File: config.mk
export PLATFORM = sky130hd
export DESIGN_NAME = bcd_serial_conv
export DESIGN_NICKNAME = d
export VERILOG_FILES = /design/src/rtl/bcd_pkg.sv /design/src/rtl/bcd_add3_adj.sv /design/src/rtl/bcd_serial_conv.sv
export SDC_FILE = /design/constraint.sdc
export NUM_CORES = 1
export LEC_CHECK = 0
export ABC_AREA = 0
export BUFFER_PORTS_ARGS = -buffer_cell sky130_fd_sc_hd__buf_2
export CAP_MARGIN = 30
export CORE_MARGIN = 5
export CORE_UTILIZATION = 40
export CTS_CLUSTER_DIAMETER = 80
export DETAILED_ROUTE_END_ITERATION = 6
export GPL_TIMING_DRIVEN = 0
export HOLD_SLACK_MARGIN = 0.02
export SLEW_MARGIN = 25
export SYNTH_ARGS = -nofsm -noshare
export SYNTH_HDL_FRONTEND = slang
export SYNTH_SLANG_ARGS = --single-unit
File: constraint.sdc
create_clock -name clk -period 2.6 [get_ports clk]
set_input_delay 0.52 -clock clk [delete_from_list [all_inputs] [get_ports clk]]
set_output_delay 0.52 -clock clk [all_outputs]
set_load 0.01 [all_outputs]
File: src/rtl/bcd_pkg.sv
// Shared types and constants for the serial binary-to-BCD converter
// (state enum, digit width, add-3 correction threshold and offset).
package bcd_pkg;

    typedef enum logic [1:0] {
        IDLE  = 2'd0,
        SHIFT = 2'd1,
        DONE  = 2'd2
    } state_t;

    localparam int DIGIT_W    = 4;
    localparam int NUM_DIGITS = 3;

    localparam logic [DIGIT_W-1:0] ADJ_THRESHOLD = 4'd5;
    localparam logic [DIGIT_W-1:0] ADJ_OFFSET    = 4'd3;

endpackage

File: src/rtl/bcd_add3_adj.sv
// Combinational double-dabble correction for one BCD digit: digits of five
// or more get three added so the following left shift carries correctly.
module bcd_add3_adj
    import bcd_pkg::*;
(
    input  logic [DIGIT_W-1:0] i_digit,
    output logic [DIGIT_W-1:0] o_digit
);

    always_comb begin
        o_digit = i_digit;
        if (i_digit >= ADJ_THRESHOLD) begin
            o_digit = i_digit + ADJ_OFFSET;
        end
    end

endmodule

File: src/rtl/bcd_serial_conv.sv
// Serial (one bit per cycle) binary-to-BCD converter with IDLE/SHIFT/DONE FSM.
// Define BCD_SERIAL_CONV_LZB_EN to compile in leading-zero blanking flags.
module bcd_serial_conv
    import bcd_pkg::*;
#(
    parameter int WIDTH = 8
)
(
    input  logic             clk,
    input  logic             rst_n,
    input  logic [WIDTH-1:0] bin_in,
    input  logic             in_valid,
    output logic             in_ready,
    output logic [3:0]       ones,
    output logic [3:0]       tens,
    output logic [3:0]       hundreds,
    output logic [2:0]       blank,
    output logic             done
);

    localparam int SCRATCH_W = NUM_DIGITS * DIGIT_W;
    localparam int COUNT_W   = 4;
    localparam logic [COUNT_W-1:0] LAST_COUNT = COUNT_W'(WIDTH - 1);

    state_t                 r_state;
    state_t                 w_nextState;
    logic [WIDTH-1:0]       r_bin;
    logic [SCRATCH_W-1:0]   r_scratch;
    logic [SCRATCH_W-1:0]   w_adjusted;
    logic [SCRATCH_W-1:0]   w_shifted;
    logic [COUNT_W-1:0]     r_count;
    logic [DIGIT_W-1:0]     r_ones;
    logic [DIGIT_W-1:0]     r_tens;
    logic [DIGIT_W-1:0]     r_hundreds;
    logic                   w_lastShift;
    logic                   w_loadDigits;

    for (genvar g = 0; g < NUM_DIGITS; g++) begin : g_adj
        bcd_add3_adj u_adj (
            .i_digit (r_scratch[g*DIGIT_W +: DIGIT_W]),
            .o_digit (w_adjusted[g*DIGIT_W +: DIGIT_W])
        );
    end

    // Corrected scratch shifts left; the captured value's MSB enters ones bit 0.
    assign w_shifted    = (w_adjusted << 1) | SCRATCH_W'(r_bin[WIDTH-1]);
    assign w_lastShift  = (r_count == LAST_COUNT);
    assign w_loadDigits = (r_state == SHIFT) && w_lastShift;

    always_ff @(posedge clk) begin
        if (!rst_n) begin
            r_state <= IDLE;
        end else begin
            r_state <= w_nextState;
        end
    end

    always_comb begin
        w_nextState = r_state;
        case (r_state)
            IDLE:    if (in_valid) w_nextState = SHIFT;
            SHIFT:   if (w_lastShift) w_nextState = DONE;
            DONE:    w_nextState = IDLE;
            default: w_nextState = IDLE;
        endcase
    end

    always_comb begin
        in_ready = (r_state == IDLE);
        done     = (r_state == DONE);
    end

    always_ff @(posedge clk) begin
        if (!rst_n) begin
            r_bin      <= '0;
            r_scratch  <= '0;
            r_count    <= '0;
            r_ones     <= '0;
            r_tens     <= '0;
            r_hundreds <= '0;
        end else begin
            case (r_state)
                IDLE: begin
                    if (in_valid) begin
                        r_bin     <= bin_in;
                        r_scratch <= '0;
                        r_count   <= '0;
                    end
                end
                SHIFT: begin
                    r_scratch <= w_shifted;
                    r_bin     <= r_bin << 1;
                    r_count   <= r_count + 1'b1;
                    if (w_lastShift) begin
                        r_ones     <= w_shifted[0*DIGIT_W +: DIGIT_W];
                        r_tens     <= w_shifted[1*DIGIT_W +: DIGIT_W];
                        r_hundreds <= w_shifted[2*DIGIT_W +: DIGIT_W];
                    end
                end
                default: ;
            endcase
        end
    end

    assign ones     = r_ones;
    assign tens     = r_tens;
    assign hundreds = r_hundreds;

`ifdef BCD_SERIAL_CONV_LZB_EN
    logic [2:0] r_blank;

    always_ff @(posedge clk) begin
        if (!rst_n) begin
            r_blank <= 3'b000;
        end else if (w_loadDigits) begin
            r_blank[2] <= (w_shifted[2*DIGIT_W +: DIGIT_W] == '0);
            r_blank[1] <= (w_shifted[2*DIGIT_W +: DIGIT_W] == '0) &&
                          (w_shifted[1*DIGIT_W +: DIGIT_W] == '0);
            r_blank[0] <= 1'b0;
        end
    end

    assign blank = r_blank;
`else
    logic w_unusedLoad;
    assign w_unusedLoad = w_loadDigits;
    assign blank = {2'b00, w_unusedLoad & 1'b0};
`endif

endmodule

==> impl_metrics.csv <==
group,metric,value,unit
yosys,seq_area_frac_synth,43.6,%
floorplan,rows,24,
setup_path,crit_required,2820,ps
final_layout,nFillCells,432,
final_layout,utilization,48.3,%
route,routed_via_density,5.05,
power,power_switching_share,21.1,%
setup_path,worst_path_max_delay_cell,"mux2_2",
status,outcome,"completed",
sta,min_period_over_period,61.3,%
clocking,hold_buffers,0,
sta,relSlewSlack,62.6,%
global_routing,antenna_found_initial,0,
final_layout,nets,246,
setup_path,cp_top_family,"compound AO/OA/AOI/OAI gates",
floorplan,io-pin-count,28,
route,drt_iter0_drc,86,
route,dr.pass1.iters,4,
final_layout,drive_above_1_share,20.5,%
clocking,postCtsSetupBuffers,0,
clocking,cts_buffers,5,
setup_path,cp_slowest_stage_delay,380,ps
route,route.detailed.drc,0,
floorplan,initial_core_util,40.6,%
yosys,synth_mux_area_share,3.09,%
yosys,ys_types,36,
sta,final.setup.worst_slack,1010,ps
sta,setup_tns,0,ps
sta,finClkSkew,3.53,ps
setup_path,worst-path-buf-inv,1,
floorplan,die_w,76.0,um
power,seq_power_share,45.9,%
yosys,synth_xor_area_share,1.51,%
setup_path,cp.arrival,1810,ps
clocking,cts_resized,0,
place,dp_worst_setup_slack,885,ps
floorplan,die_area,0.00578,mm^2
final_layout,area_delta_synth_final,19.0,%
setup_path,path_class,"flip-flop to flip-flop",
final_layout,mostFrequentLayoutCell,"dfxtp_1",
power,p_clk_share,46.6,%
power,power_density,639,mW/mm^2
yosys,yosysWarningCount,0,
clocking,htree_levels,2,
global_routing,gr-usage-all-layers,13.5,%
setup_path,crit_path_end_kind,"flip-flop",
global_routing,grt_overflow_total,0,
power,peakVddDrop,0.292,mV
sta,fin_crit,1590,ps
global_routing,grt_pass1_vias,1340,
place,dpl.cell_count,273,
yosys,synth-seq-cells,38,
yosys,syn_area,0.00174,mm^2
sta,worst-slew-pin-transition,562,ps
yosys,synth-main-ff-cell,"dfxtp_1",
place,place_congestion,0.711,
setup_path,path_max_fanout,5,
place,port_buffers,23,
yosys,synth_async_sr_flop_share,0,%
setup_path,start_kind,"flip-flop",
place,hpwl,2.68,mm
yosys,synth-adder-area-share,5.03,%
route,vias,1420,
sta,fmax,628,MHz
sta,rsz0062_at_grt,"false",
yosys,synth-simple-area-share,20.7,%
sta,setup_viol,0,
power,switchingPower,0.000279,W
route,postRouteAntennaNets,0,
route,wl_per_cell,13.5,um
clocking,cts_root_buffer,"clkbuf_8",
yosys,synth_top_family_by_area,"simple AND/OR/NAND/NOR gates",
global_routing,grt_pass1_wl,6.35,mm
final_layout,antenna_cells,0,
power,p_leak,0.863,nW
sta,hold_violations,0,
clocking,cts_tree,"done",
power,p_int,0.00105,W
yosys,synth_edf_count,0,
global_routing,grt_max_degree,13,
min_path,hold_class,"flip-flop to flip-flop",
clocking,clk_latency,290,ps
clocking,clk_pin_slew_worst_paths,70,ps
clocking,clockBufferDepth,2,
final_layout,final_cell_mix,"38 x dfxtp_1, 25 x buf_2, 16 x o21ai_0, 15 x nor2_1, 15 x nand2_1",
sta,whs,472,ps
yosys,synth_compound_area_share,19.2,%
power,comb_power_share,7.5,%
route,totalWireLength,3.81,mm
sta,slew_viol_final,0,
clocking,cts.sinks,38,
flow_run,drv_cap,0,
yosys,syn_inst,196,
floorplan,die_height,76.0,um
setup_path,path_cells,"inv_1 -> ha_1 -> nand2b_1 -> a21oi_1 -> mux2_2 -> o22ai_1",
floorplan,core,0.00429,mm^2
final_layout,instances_no_fill,281,
yosys,synth.avg_cell_area,8.89,um^2
-- path summary, 6_finish.rpt --
check	cells past startpoint	from	slack [ps]	endpoint
worst max-delay path	6	r_scratch[0]	1010	ones[2]
worst min-delay path	2	ones[2]	470	ones[2]
worst max register to register	6	r_scratch[0]	1010	ones[2]
worst min register to register	2	ones[2]	470	ones[2]
-- metrics by stage --
stage	power, W	instance area (um^2)
floorplan	0.000691	1750
global placement	0.000722	1930
detailed placement	0.000722	1930
CTS	0.00134	2070
global route	0.00138	2070
finish	0.00132	2070
-- area by class of cell --
class                           count  area [um^2]  area share (%)
Multi-Input combinational cell    139          875            42.2
Sequential cell                    38          761            36.7
Timing Repair Buffer               23          115            5.55
Buffer                             13         85.1            4.10
Clock buffer                        6         82.6            3.98
Tap cell                           52         65.1            3.14
Clock inverter                      2         60.1            2.90
Inverter                            8         30.0            1.45
-- synth_stat cells (2+ instances only) --
library cell / n / share of area, %
mux2i_1: 2 / 1.1
nand2_1: 15 / 3.2
ha_1: 7 / 5.0
nand2b_1: 4 / 1.4
nor2_1: 15 / 3.2
o22ai_1: 6 / 2.2
mux2_2: 3 / 1.9
a21oi_1: 12 / 3.4
buf_6: 2 / 1.3
buf_4: 5 / 2.2
nor3_1: 3 / 0.86
nor2b_1: 4 / 1.4
o221ai_1: 6 / 3.0
xnor2_1: 3 / 1.5
inv_1: 8 / 1.7
nor3b_1: 6 / 2.6
o211a_1: 3 / 1.7
clkbuf_1: 3 / 0.65
a22oi_1: 2 / 0.86
dfxtp_1: 38 / 44
nand3_1: 13 / 3.7
o21ai_0: 16 / 4.6
a21boi_0: 6 / 2.6
buf_2: 2 / 0.57
-- cell families (layout without fill, tap and decap cells) --
logic type / Yosys count / after routing
other cells: 1 / 3
flops: 38 / 38
compound gates: 53 / 53
xor+xnor: 3 / 3
simple gates: 68 / 68
mux: 5 / 5
fa+ha+maj: 7 / 7
buf+inv: 21 / 52
-- flip-flops by register name, summed over array words and instances, names as in the netlist --
| register | cells |
|---|---|
| r_state | 2 |
| r_count | 4 |
| r_scratch | 12 |
| hundreds | 4 |
| tens | 4 |
| ones | 4 |
| r_bin | 8 |
-- power by group through the flow --
| stage | Clock (W) | Combinational, W | Sequential, W |
|---|---|---|---|
| after floorplan | 0 | 0.0000719 | 0.000619 |
| after global placement | 0 | 0.000101 | 0.000621 |
| after detailed placement | 0 | 0.000101 | 0.000621 |
| after CTS | 0.000631 | 0.000102 | 0.000608 |
| after global routing | 0.000653 | 0.000113 | 0.000610 |
| final | 0.000617 | 0.0000994 | 0.000608 |
-- worst min-delay path: stages, from the launching register on --
cell and delay [ps]:
dfxtp_1 310, nand2_1 50, o22ai_1 60
-- metal layers --
| metal | up-vias | track usage [%] | wire (um) |
|---|---|---|---|
| met3 | 5 | 4.26 | 141 |
| met1 | 648 | 17.1 | 1840 |
| met5 | - | 0 | 0 |
| met4 | 0 | 4.27 | 57 |
| met2 | 21 | 21.7 | 1770 |
| li1 | 746 | - | - |
No activity file was read; power rests on OpenSTA's default activity.
